==> config.mk <==
export PLATFORM = sky130hd
export DESIGN_NAME = pipelined_instruction_fetch
export DESIGN_NICKNAME = d
export VERILOG_FILES = /design/src/rtl/pipelined_instruction_fetch.sv
export SDC_FILE = /design/constraint.sdc
export NUM_CORES = 1
export LEC_CHECK = 0
export ABC_AREA = 1
export CORE_ASPECT_RATIO = 0.9
export CORE_UTILIZATION = 38
export DETAILED_ROUTE_END_ITERATION = 16
export SYNTH_ARGS = -nofsm -noshare
export SYNTH_HDL_FRONTEND = slang
export SYNTH_SLANG_ARGS = --single-unit
==> constraint.sdc <==
create_clock -name clk_i -period 10.11 [get_ports clk_i]
set_clock_uncertainty 0.15 [all_clocks]
set_input_delay 1.011 -clock clk_i [delete_from_list [all_inputs] [get_ports clk_i]]
set_output_delay 1.011 -clock clk_i [all_outputs]
set_load 0.01 [all_outputs]
==> src/rtl/pipelined_instruction_fetch.sv <==
// pipelined_instruction_fetch: credit-gated fetch from a 1-cycle synchronous imem into a
// flushable instruction FIFO, with pc-relative and register-relative redirect targets.
module pipelined_instruction_fetch #(
   parameter int              XLEN       = 32,
   parameter logic [XLEN-1:0] RESET_PC   = '0,
   parameter int              FIFO_DEPTH = 4,
   parameter int              IMEM_AW    = 14
) (
   input  logic                          clk_i,
   input  logic                          reset_i,
   output logic                          imem_req_o,
   output logic [IMEM_AW-1:0]            imem_addr_o,
   input  logic [31:0]                   imem_rdata_i,
   input  logic                          redirect_i,
   input  logic                          redirect_sel_i,
   input  logic [XLEN-1:0]               redirect_base_pc_i,
   input  logic [XLEN-1:0]               offset_i,
   input  logic [XLEN-1:0]               rD1_i,
   output logic                          id_valid_o,
   input  logic                          id_ready_i,
   output logic [31:0]                   id_inst_o,
   output logic [XLEN-1:0]               id_pc_o,
   output logic [XLEN-1:0]               id_pc_plus_4_o,
   output logic                          misalign_o,
   output logic [$clog2(FIFO_DEPTH):0]   fifo_count_o
);
   localparam int PW = $clog2(FIFO_DEPTH);
   localparam int CW = PW + 1;

   logic [XLEN-1:0] fetch_pc_q, fetch_pc_d, req_pc_q, raw_target, target;
   logic            inflight_q, misalign_q, push, pop;
   logic [PW-1:0]   rd_q, wr_q;
   logic [CW-1:0]   count_q, count_d;
   logic [31:0]     inst_mem [FIFO_DEPTH];
   logic [XLEN-1:0] pc_mem   [FIFO_DEPTH];

   // jalr's &~1 never touches bit 1, so bit 1 of the raw sum is the misalign flag for both forms
   assign raw_target = (redirect_sel_i ? rD1_i : redirect_base_pc_i) + offset_i;
   assign target     = {raw_target[XLEN-1:2], 2'b00};

   // Credit counts the in-flight word so the response always has a free slot
   assign imem_req_o  = reset_i && !redirect_i && (int'(count_q) + int'(inflight_q) < FIFO_DEPTH);
   assign imem_addr_o = fetch_pc_q[IMEM_AW+1:2];
   assign push        = inflight_q && !redirect_i;
   assign pop         = id_valid_o && id_ready_i;

   assign id_valid_o     = count_q != '0;
   assign id_inst_o      = inst_mem[rd_q];
   assign id_pc_o        = pc_mem[rd_q];
   assign id_pc_plus_4_o = id_pc_o + XLEN'(4);
   assign misalign_o     = misalign_q;
   assign fifo_count_o   = count_q;

   always_comb begin
      fetch_pc_d = redirect_i ? target : imem_req_o ? fetch_pc_q + XLEN'(4) : fetch_pc_q;
      count_d    = redirect_i ? '0 : count_q + CW'(push) - CW'(pop);
   end

   always_ff @(posedge clk_i or negedge reset_i) begin
      if (!reset_i) begin
         fetch_pc_q <= RESET_PC;
         req_pc_q   <= '0;
         inflight_q <= 1'b0;
         misalign_q <= 1'b0;
         rd_q       <= '0;
         wr_q       <= '0;
         count_q    <= '0;
      end else begin
         fetch_pc_q <= fetch_pc_d;
         inflight_q <= imem_req_o;
         misalign_q <= redirect_i && raw_target[1];
         count_q    <= count_d;
         rd_q       <= redirect_i ? '0 : rd_q + PW'(pop);
         wr_q       <= redirect_i ? '0 : wr_q + PW'(push);
         if (imem_req_o) req_pc_q <= fetch_pc_q;
      end
   end

   always_ff @(posedge clk_i) begin
      if (push) begin
         inst_mem[wr_q] <= imem_rdata_i;
         pc_mem[wr_q]   <= req_pc_q;
      end
   end

   assert property (@(posedge clk_i) disable iff (!reset_i)
      !(push && !pop && count_q == CW'(FIFO_DEPTH)));
endmodule

### Yosys cells after proc, flatten, opt, wreduce, memory -nomap -nowiden

Memories as Yosys holds them, arrays and structs flattened.
Cells that the tools add are included.

| word-level totals | value |
|---|---|
| register bits after elaboration | 73 |
| latch bits | 0 |
| memory bits (writable) | 256 |
| memory bits (read-only) | 0 |
| logic and storage cells | 34 |
| memories kept | 2 |

| cells by class | value |
|---|---|
| add/subtract/negate cells | 8 |
| $mul | 0 |
| div/mod/pow operators | 0 |
| magnitude comparators | 1 |
| eq/ne operators | 0 |
| shift-type cells | 0 |
| muxes and demuxes | 8 |
| bitwise gates (word level) | 0 |
| reduce and logical (&&, ||, !) cells | 8 |

Memory list:

| memory | depth | width | rd ports | clocked after memory_dff | write ports | RTL line | source |
|---|---|---|---|---|---|---|---|
| inst_mem | 4 | 32 | 1 | 0 | 1 | 34 | `logic [31:0] inst_mem [FIFO_DEPTH];` |
| pc_mem | 4 | 32 | 1 | 0 | 1 | 35 | `logic [XLEN-1:0] pc_mem [FIFO_DEPTH];` |

Operators by type and width:

| cell | count |
|---|---|
| $mux W32 | 3 |
| $add A32 B3 Y32 const B | 2 |
| $add A32 B32 Y32 | 1 |
| $logic_and A1 B1 Y1 | 5 |
| $add A2 B1 Y2 | 2 |
| $add A3 B1 Y4 | 1 |
| $lt A4 B3 Y1 const B | 1 |
| $mux W2 | 2 |
| $add A3 B1 Y3 | 1 |
| $mux W3 | 1 |
| $reduce_bool A3 Y1 | 1 |
| $sub A3 B1 Y3 | 1 |
| $mux W1 | 2 |
| $reduce_bool A2 Y1 | 1 |
| $logic_not A1 Y1 | 1 |

### Depth between registers and ports, before layout

| depth | value |
|---|---|
| depth in word-level cells | 5 |
| depth in mapped cells | 19 |
| depth with buffers taken out | 18 |

### Worst setup path after synthesis

No wires, ideal clock.

| timing path | value |
|---|---|
| path kind | input -> register |
| start point | in redirect_i |
| end point | mem inst_mem[0][0] (enable) |
| setup time | 558 ps |
| arrival time | 5901 ps |
| setup slack | 3501 ps |
| stages on the path | 5 |
| path buffers | 2 |
| cells stage by stage | clkbuf_1 -> inv_1 -> clkbuf_1 -> nand2_1 -> nor3_1 |

| on the way | value |
|---|---|
| cells in the longest elaborated chain, start to end | 4 |

Ends and longest elaborated chain:

| what | RTL line | source |
|---|---|---|
| from (decl) | 14 | `input logic redirect_i,` |
| $logic_not A1 Y1 | 44 | `assign push = inflight_q && !redirect_i;` |
| $logic_and A1 B1 Y1 | 44 |  |
| $mux W1 | 80 | `if (push) begin` |
| $mux W1 (not written as such) | 81 | `inst_mem[wr_q] <= imem_rdata_i;` |
| to (decl) | 34 |  |

Every way passes these cells.

### Final worst setup path

| timing path | value |
|---|---|
| start point | reg rd_q[0] |
| end point | out id_pc_plus_4_o[30] |

| on the way | value |
|---|---|
| cells in the longest elaborated chain, start to end | 2 |

Ends and longest elaborated chain:

| what | RTL line | source |
|---|---|---|
| from (decl) | 32 | `logic [PW-1:0] rd_q, wr_q;` |
| from (signal assigned) | 73 | `rd_q <= redirect_i ? '0 : rd_q + PW'(pop);` |
| $mem_v2 Z4 W32 | -- |  |
| $add A32 B3 Y32 | 50 | `assign id_pc_plus_4_o = id_pc_o + XLEN'(4);` |
| to (decl) | 23 | `output logic [XLEN-1:0] id_pc_plus_4_o,` |

Every way passes these cells.

==> impl_metrics.sql <==
INSERT INTO impl_metrics (metric_group, metric, value, unit) VALUES
('power', 'share_clk_of_total_power', '26.2', '%'),
('clock_tree', 'cts_hold_buffers', '0', ''),
('sta', 'totalNegativeSetupSlack', '0', 'ps'),
('power', 'static-leakage-power', '8.174', 'nW'),
('setup_path', 'worstSetupPathType', 'flip-flop to primary output', ''),
('clock_tree', 'tritoncts', 'yes', ''),
('power', 'p_sw_share', '35.81', '%'),
('final_layout', 'n_antenna_cell', '0', ''),
('clock_tree', 'postCtsResizedCells', '0', ''),
('clock_tree', 'cts.sinks', '317', ''),
('placement', 'place_inst', '2538', ''),
('logic_synthesis', 'number_of_distinct_standard_cells_referenced_by_the_synthesized_netlist', '53', ''),
('final_layout', 'layout_cell_share_with_drive_strength_beyond_1', '6.745', '%'),
('die', 'die_width', '221.7', 'µm'),
('power', 'share_of_power_burned_in_registers', '37.8', '%'),
('global_routing', 'use_met3', '3.441', '%'),
('global_routing', 'gr-usage-met2', '35.03', '%'),
('setup_path', 'path_cells', 'clkinv_4, nand2_1, nand3_1, nand2_1, inv_1, ha_1, inv_1, nor2_1, inv_1, nor2_1, nand2_1, inv_1, nand2_1, nand2_1, nand2_1, clkdlybuf4s50_1', ''),
('routing', 'dr_vias', '13150', ''),
('global_routing', 'grt_use_met1', '27.88', '%'),
('clock_tree', 'max-clock-path-buffers', '3', ''),
('clock_tree', 'insertion_delay', '520', 'ps'),
('clock_tree', 'htree_num_levels', '2', ''),
('routing', 'drt_pass1_iterations', '5', ''),
('placement', 'postPlaceCellArea', '19250', 'µm²'),
('sta', 'timing_hold_violations_final', '0', ''),
('sta', 'final_critical_path_share_of_the_clock_period', '56.64', '%'),
('logic_synthesis', 'syn_area_per_cell', '9.122', 'µm²'),
('global_routing', 'gr-total-overflow', '0', ''),
('logic_synthesis', 'synth_ff_type', 'edfxtp_1', ''),
('setup_path', 'worst_r2r_startpoint', 'fifo_count_o[1]$_DFF_PN0_', ''),
('die', 'die-area', '44260', 'µm²'),
('hold_path', 'hold_class', 'input port to asynchronous set/reset pin', ''),
('routing', 'via_per_inst', '5.056', ''),
('logic_synthesis', 'postSynthCellCount', '1809', ''),
('routing', 'antenna_left', '0', ''),
('power', 'internal_power', '0.003080', 'W'),
('setup_path', 'setup.worst_path.end_class', 'primary output', ''),
('logic_synthesis', 'synth.yosys.warnings', '0', ''),
('die', 'pin_count', '249', ''),
('global_routing', 'global_route.usage.total', '20.74', '%'),
('clock_tree', 'clk_pin_slew_worst_paths', '60', 'ps'),
('sta', 'worst-slew-pin-transition', '1087', 'ps'),
('die', 'core.rowCount', '72', ''),
('logic_synthesis', 'synthArstFlopShare', '21.77', '%'),
('setup_path', 'worst-endpoint-required', '8950', 'ps'),
('status', 'status', 'finished clean', ''),
('job', 'max_cap_violations', '0', ''),
('logic_synthesis', 'synth_edf_count', '248', ''),
('power', 'switching_power', '0.001718', 'W'),
('sta', 'maxSlewHeadroom', '27.28', '%'),
('routing', 'drt_iter0_drc', '924', ''),
('placement', 'portBuffers', '244', ''),
('setup_path', 'worst_setup_path_start_kind', 'flip-flop', ''),
('routing', 'drt_drc_violations_left', '0', ''),
('global_routing', 'antenna_found_initial', '0', ''),
('clock_tree', 'post_cts_buffers', '0', ''),
('power', 'pwr_density_cell', '235.3', 'nW/µm²'),
('setup_path', 'source_of_the_critical_timing_path', 'rd_q[0]$_DFF_PN0_', ''),
('sta', 'max_clock_freq', '0.1746', 'GHz'),
('setup_path', 'critPathMaxFanout', '124', ''),
('die', 'die_h', '199.7', 'µm'),
('setup_path', 'critPathMostFrequentCell', 'nand2_1', ''),
('global_routing', 'largest_net_degree_at_the_start_of_global_routing', '125', ''),
('final_layout', 'layout.nets', '2192', ''),
('logic_synthesis', 'ff_latch_count_synth', '317', ''),
('final_layout', 'layout-area-overhead-vs-synth', '23.57', '%'),
('final_layout', 'final-instance-count-excl-fill', '2601', ''),
('setup_path', 'worst_path_largest_cell_delay', '910', 'ps'),
('sta', 'timing.final.max_slew_violations', '0', ''),
('placement', 'gp_routability_congestion', '0.9380', '');
==> worst reg2reg max path: cells and delay by family, from the launching register on <==
kind / cells / cell delay (ps)
AO/OA/AOI/OAI: 1 / 150
AND/OR/NAND/NOR: 5 / 1120
buffers and inverters: 4 / 1080
flip-flops: 1 / 470
adder cells (fa/ha/maj): 1 / 190
==> flip-flops by register name (all words and copies together) (netlist names) <==
name,count
pc_mem,120
rd_q,2
inst_mem,128
inflight_q,1
fifo_count_o,3
req_pc_q,30
fetch_pc_q,30
misalign_o,1
wr_q,2
==> synthesized netlist by cell type, types with 11 or more instances <==
library cell	n	area, µm²
nor2_1	192	720.7
nand2_2	16	100.1
a21oi_1	72	360.4
nand2_1	483	1813
inv_2	11	41.29
nand3_1	119	595.6
inv_1	141	529.3
dfrtp_1	69	1727
clkbuf_1	38	142.6
xor2_1	39	341.6
o22ai_1	38	237.7
buf_4	23	172.7
edfxtp_1	248	7447
nor3_1	34	170.2
o21ai_0	138	690.7
ha_1	37	462.9
==> through the flow <==
step / total power [W] / hold slack [ps] / worst slack [ps] / utilization (%)
2_1_floorplan: 0.002769 / 326.3 / 3501 / -
3_3_place_gp: 0.003557 / 342.2 / 4713 / 44.89
3_5_place_dp: 0.003576 / 356.3 / 4676 / 44.89
4_1_cts: 0.004844 / 317.4 / 4330 / 47.55
5_1_grt: 0.005067 / 338.3 / 4019 / 47.55
6_report: 0.004798 / 317.0 / 4383 / 47.55
==> metal layers <==
layer  wire length, µm  up-vias  share of wire [%]
met4               874        0                1.9
li1                  -     6509                  -
met1             21100     6226                 46
met3              2470       53                5.4
met2             21610      363                 47
met5                 0        -                  0
==> kinds of logic (layout without fill, tap and decap cells) <==
logic type	after synthesis	in the layout	share of synthesized area, %
compound gates	272	272	8.886
flops	317	317	55.59
buf+inv	236	470	6.551
fa+ha+maj	39	39	3.048
other cells	1	4	0.02272
xor+xnor	44	44	2.335
simple gates	900	900	23.57
==> worst paths after layout <==
kind	endpoint	slack, ps	cells past startpoint
setup / recovery	id_pc_plus_4_o[30]	4380	16
hold / removal	req_pc_q[15]$_DFFE_PN0P_	320	1
setup reg to reg	fetch_pc_q[17]$_DFFE_PN0N_	6840	11
hold reg to reg	pc_mem[0][24]$_DFFE_PP_	370	0
max in group asynchronous	rd_q[0]$_DFF_PN0_	8600	2
min in group clk_i	pc_mem[0][24]$_DFFE_PP_	370	0
==> cell type report <==
cell class / instances / area [µm²]
Fill cell: 4129 / 22490
Sequential cell: 317 / 9179
Multi-Input combinational cell: 1259 / 6281
Timing Repair Buffer: 253 / 2507
Clock buffer: 44 / 949.7
Tap cell: 555 / 694.4
Inverter: 154 / 585.6
Clock inverter: 19 / 195.2
==> cell usage in the layout (no fill, tap or decap), types with 30 or more instances in the layout <==
| master | instances |
|---|---|
| ha_1 | 37 |
| inv_1 | 141 |
| dfrtp_1 | 67 |
| nor3_1 | 30 |
| o22ai_1 | 38 |
| clkbuf_16 | 35 |
| nand3_1 | 119 |
| clkdlybuf4s50_1 | 243 |
| xor2_1 | 39 |
| o21ai_0 | 138 |
| a21oi_1 | 72 |
| edfxtp_1 | 248 |
| nand2_1 | 482 |
| nor2_1 | 192 |
==> power groups by stage <==
stage | logic (W) | registers (W) | clock network (W)
6_report | 0.00173 | 0.00181 | 0.00126
4_1_cts | 0.00175 | 0.00181 | 0.00129
2_1_floorplan | 0.00104 | 0.00173 | 0
3_3_place_gp | 0.00173 | 0.00183 | 0
5_1_grt | 0.00190 | 0.00183 | 0.00133
3_5_place_dp | 0.00174 | 0.00183 | 0
Power figures use the tool's default switching activity.
==> edit (same flow settings) <==
Reset style: synchronous (`reset_i`), changed in one clocked block.
--- a/src/rtl/pipelined_instruction_fetch.sv
+++ b/src/rtl/pipelined_instruction_fetch.sv
@@ -57,5 +57,5 @@
    end
 
-   always_ff @(posedge clk_i or negedge reset_i) begin
+   always_ff @(posedge clk_i) begin
       if (!reset_i) begin
          fetch_pc_q <= RESET_PC;
Formal check against the unedited RTL: differs if reset_i is asserted again (counterexample within 4 cycles, from zero or initial values and one cycle with reset_i low); with reset_i held inactive, the same outputs for 4 cycles.
==> edit against the original RTL <==
The flow now finishes with violations (design-rule violations). Non-clock buffer count is 1 higher. Sequential cell count stayed put. Wire length down 4.9%. Sequential share of layout area fell by 0.77 points. Design area down 2.1%. Setup slack worse by 0.44 ns. Worst hold slack better by 0.032 ns. First-iteration DRC count shrank 10%. Critical path type is now in2out. Register-to-register slack worse by 0.17 ns. Synthesized area is 1.9% lower.
Power is not compared: it rests on default switching activity, and its combinational part moved more than twofold at a synthesized area within 25%.
==> edit: results (changes against the original RTL) <==
.. list-table::
   :header-rows: 1

   * - Metric
     - Value
   * - Area fraction in compound gates after synthesis
     - 10.3% (was 8.89%)
   * - Estimated wirelength of the detail-placed design
     - 30.3 mm (was 32.5 mm)
   * - Global-route usage over all layers
     - 19.8% (was 20.7%)
   * - Maximum fanout along the worst path
     - 66 (was 124)
   * - Seq/Total Area, Yosys
     - 54.5% (was 55.6%)
   * - Slowest cell delay on critical path
     - 1.03 ns (was 0.91 ns)
   * - Dpl cell area
     - 0.0189 mm2 (was 0.0192 mm2)
   * - Xor and xnor area share after synthesis
     - 2.43% (was 2.34%)
   * - Number of buffers created by CTS
     - 34 (was 35)
   * - Most used standard cells in the synthesized netlist
     - sky130_fd_sc_hd__nand2_1 (448), sky130_fd_sc_hd__edfxtp_1 (248), sky130_fd_sc_hd__nor2_1 (190), sky130_fd_sc_hd__o21ai_0 (142), sky130_fd_sc_hd__inv_1 (131) (was sky130_fd_sc_hd__nand2_1 (483), sky130_fd_sc_hd__edfxtp_1 (248), sky130_fd_sc_hd__nor2_1 (192), sky130_fd_sc_hd__inv_1 (141), sky130_fd_sc_hd__o21ai_0 (138))
   * - Asr flop ratio synth
     - 0% (was 21.8%)
   * - Vias/cell
     - 5.03 (was 5.06)
   * - First-pass GRT wire length
     - 67.0 mm (was 71.9 mm)
   * - DRC violation count after routing
     - 34 (was 0)
   * - Hold crit path type
     - reg2reg (was in2async)
   * - Non-filler instance count after layout
     - 2575 (was 2601)
   * - Cell count after placement
     - 2513 (was 2538)
   * - Violations in the final reports
     - design-rule violations
   * - Fraction of layout instances using a drive strength above 1
     - 6.26% (was 6.74%)
   * - Worst EP arrival
     - 5.01 ns (was 4.57 ns)
   * - Run status
     - finished, violations left (was completed)
   * - Total number of nets in the final design
     - 2174 (was 2192)
   * - Vias in the first global route
     - 12200 (was 12900)
   * - 1st-pass router iterations
     - 12 (was 5)
   * - Count of cell types in the netlist
     - 50 (was 53)
   * - 1st-iter DRT viols
     - 832 (was 924)
[edit: changes by cell type after synthesis, moves of 6 or more]
cell,delta
sky130_fd_sc_hd__inv_1,-10
sky130_fd_sc_hd__a21oi_1,+13
sky130_fd_sc_hd__nand4_1,+9
sky130_fd_sc_hd__a211oi_1,+16
sky130_fd_sc_hd__nand2_1,-35
sky130_fd_sc_hd__dfrtp_1,-69
sky130_fd_sc_hd__o22ai_1,-6
sky130_fd_sc_hd__dfxtp_1,+69
[edit: layout make-up]
class	instances	area (um2)
fill	4012	22000
tap	547	684
inverter	142	543
clock inverter	19	173
sequential	317	8840
multi-input combinational	1253	6310
timing repair buffer	254	2520
clock buffer	43	905
[edit: path summary, 6_finish.rpt]
path | startpoint | end | slack, ns | depth (start not counted)
max reg2reg | fifo_count_o[1]$_SDFF_PN0_ | fetch_pc_q[16]$_SDFFE_PN0P_ | 6.67 | 9
max | reset_i | imem_req_o | 3.94 | 7
min reg2reg | req_pc_q[5]$_SDFFE_PN0P_ | pc_mem[0][5]$_DFFE_PP_ | 0.35 | 0
min | req_pc_q[5]$_SDFFE_PN0P_ | pc_mem[0][5]$_DFFE_PP_ | 0.35 | 0
[edit: routing by layer]
layer,GRT usage (%),wire (um),vias up
met4,4.40,708,0
met1,26.7,19900,6029
met2,33.1,20500,352
li1,-,-,6523
met5,0,0,-
met3,3.47,2700,49
[edit: power by group]
part           total, W  switching [W]  leakage [nW]  internal, W
Combinational  0.000427       0.000245          4.32     0.000182
Clock           0.00118       0.000491         0.521     0.000692
Sequential      0.00148      0.0000369          2.81      0.00144
Total           0.00309       0.000773          7.66      0.00231
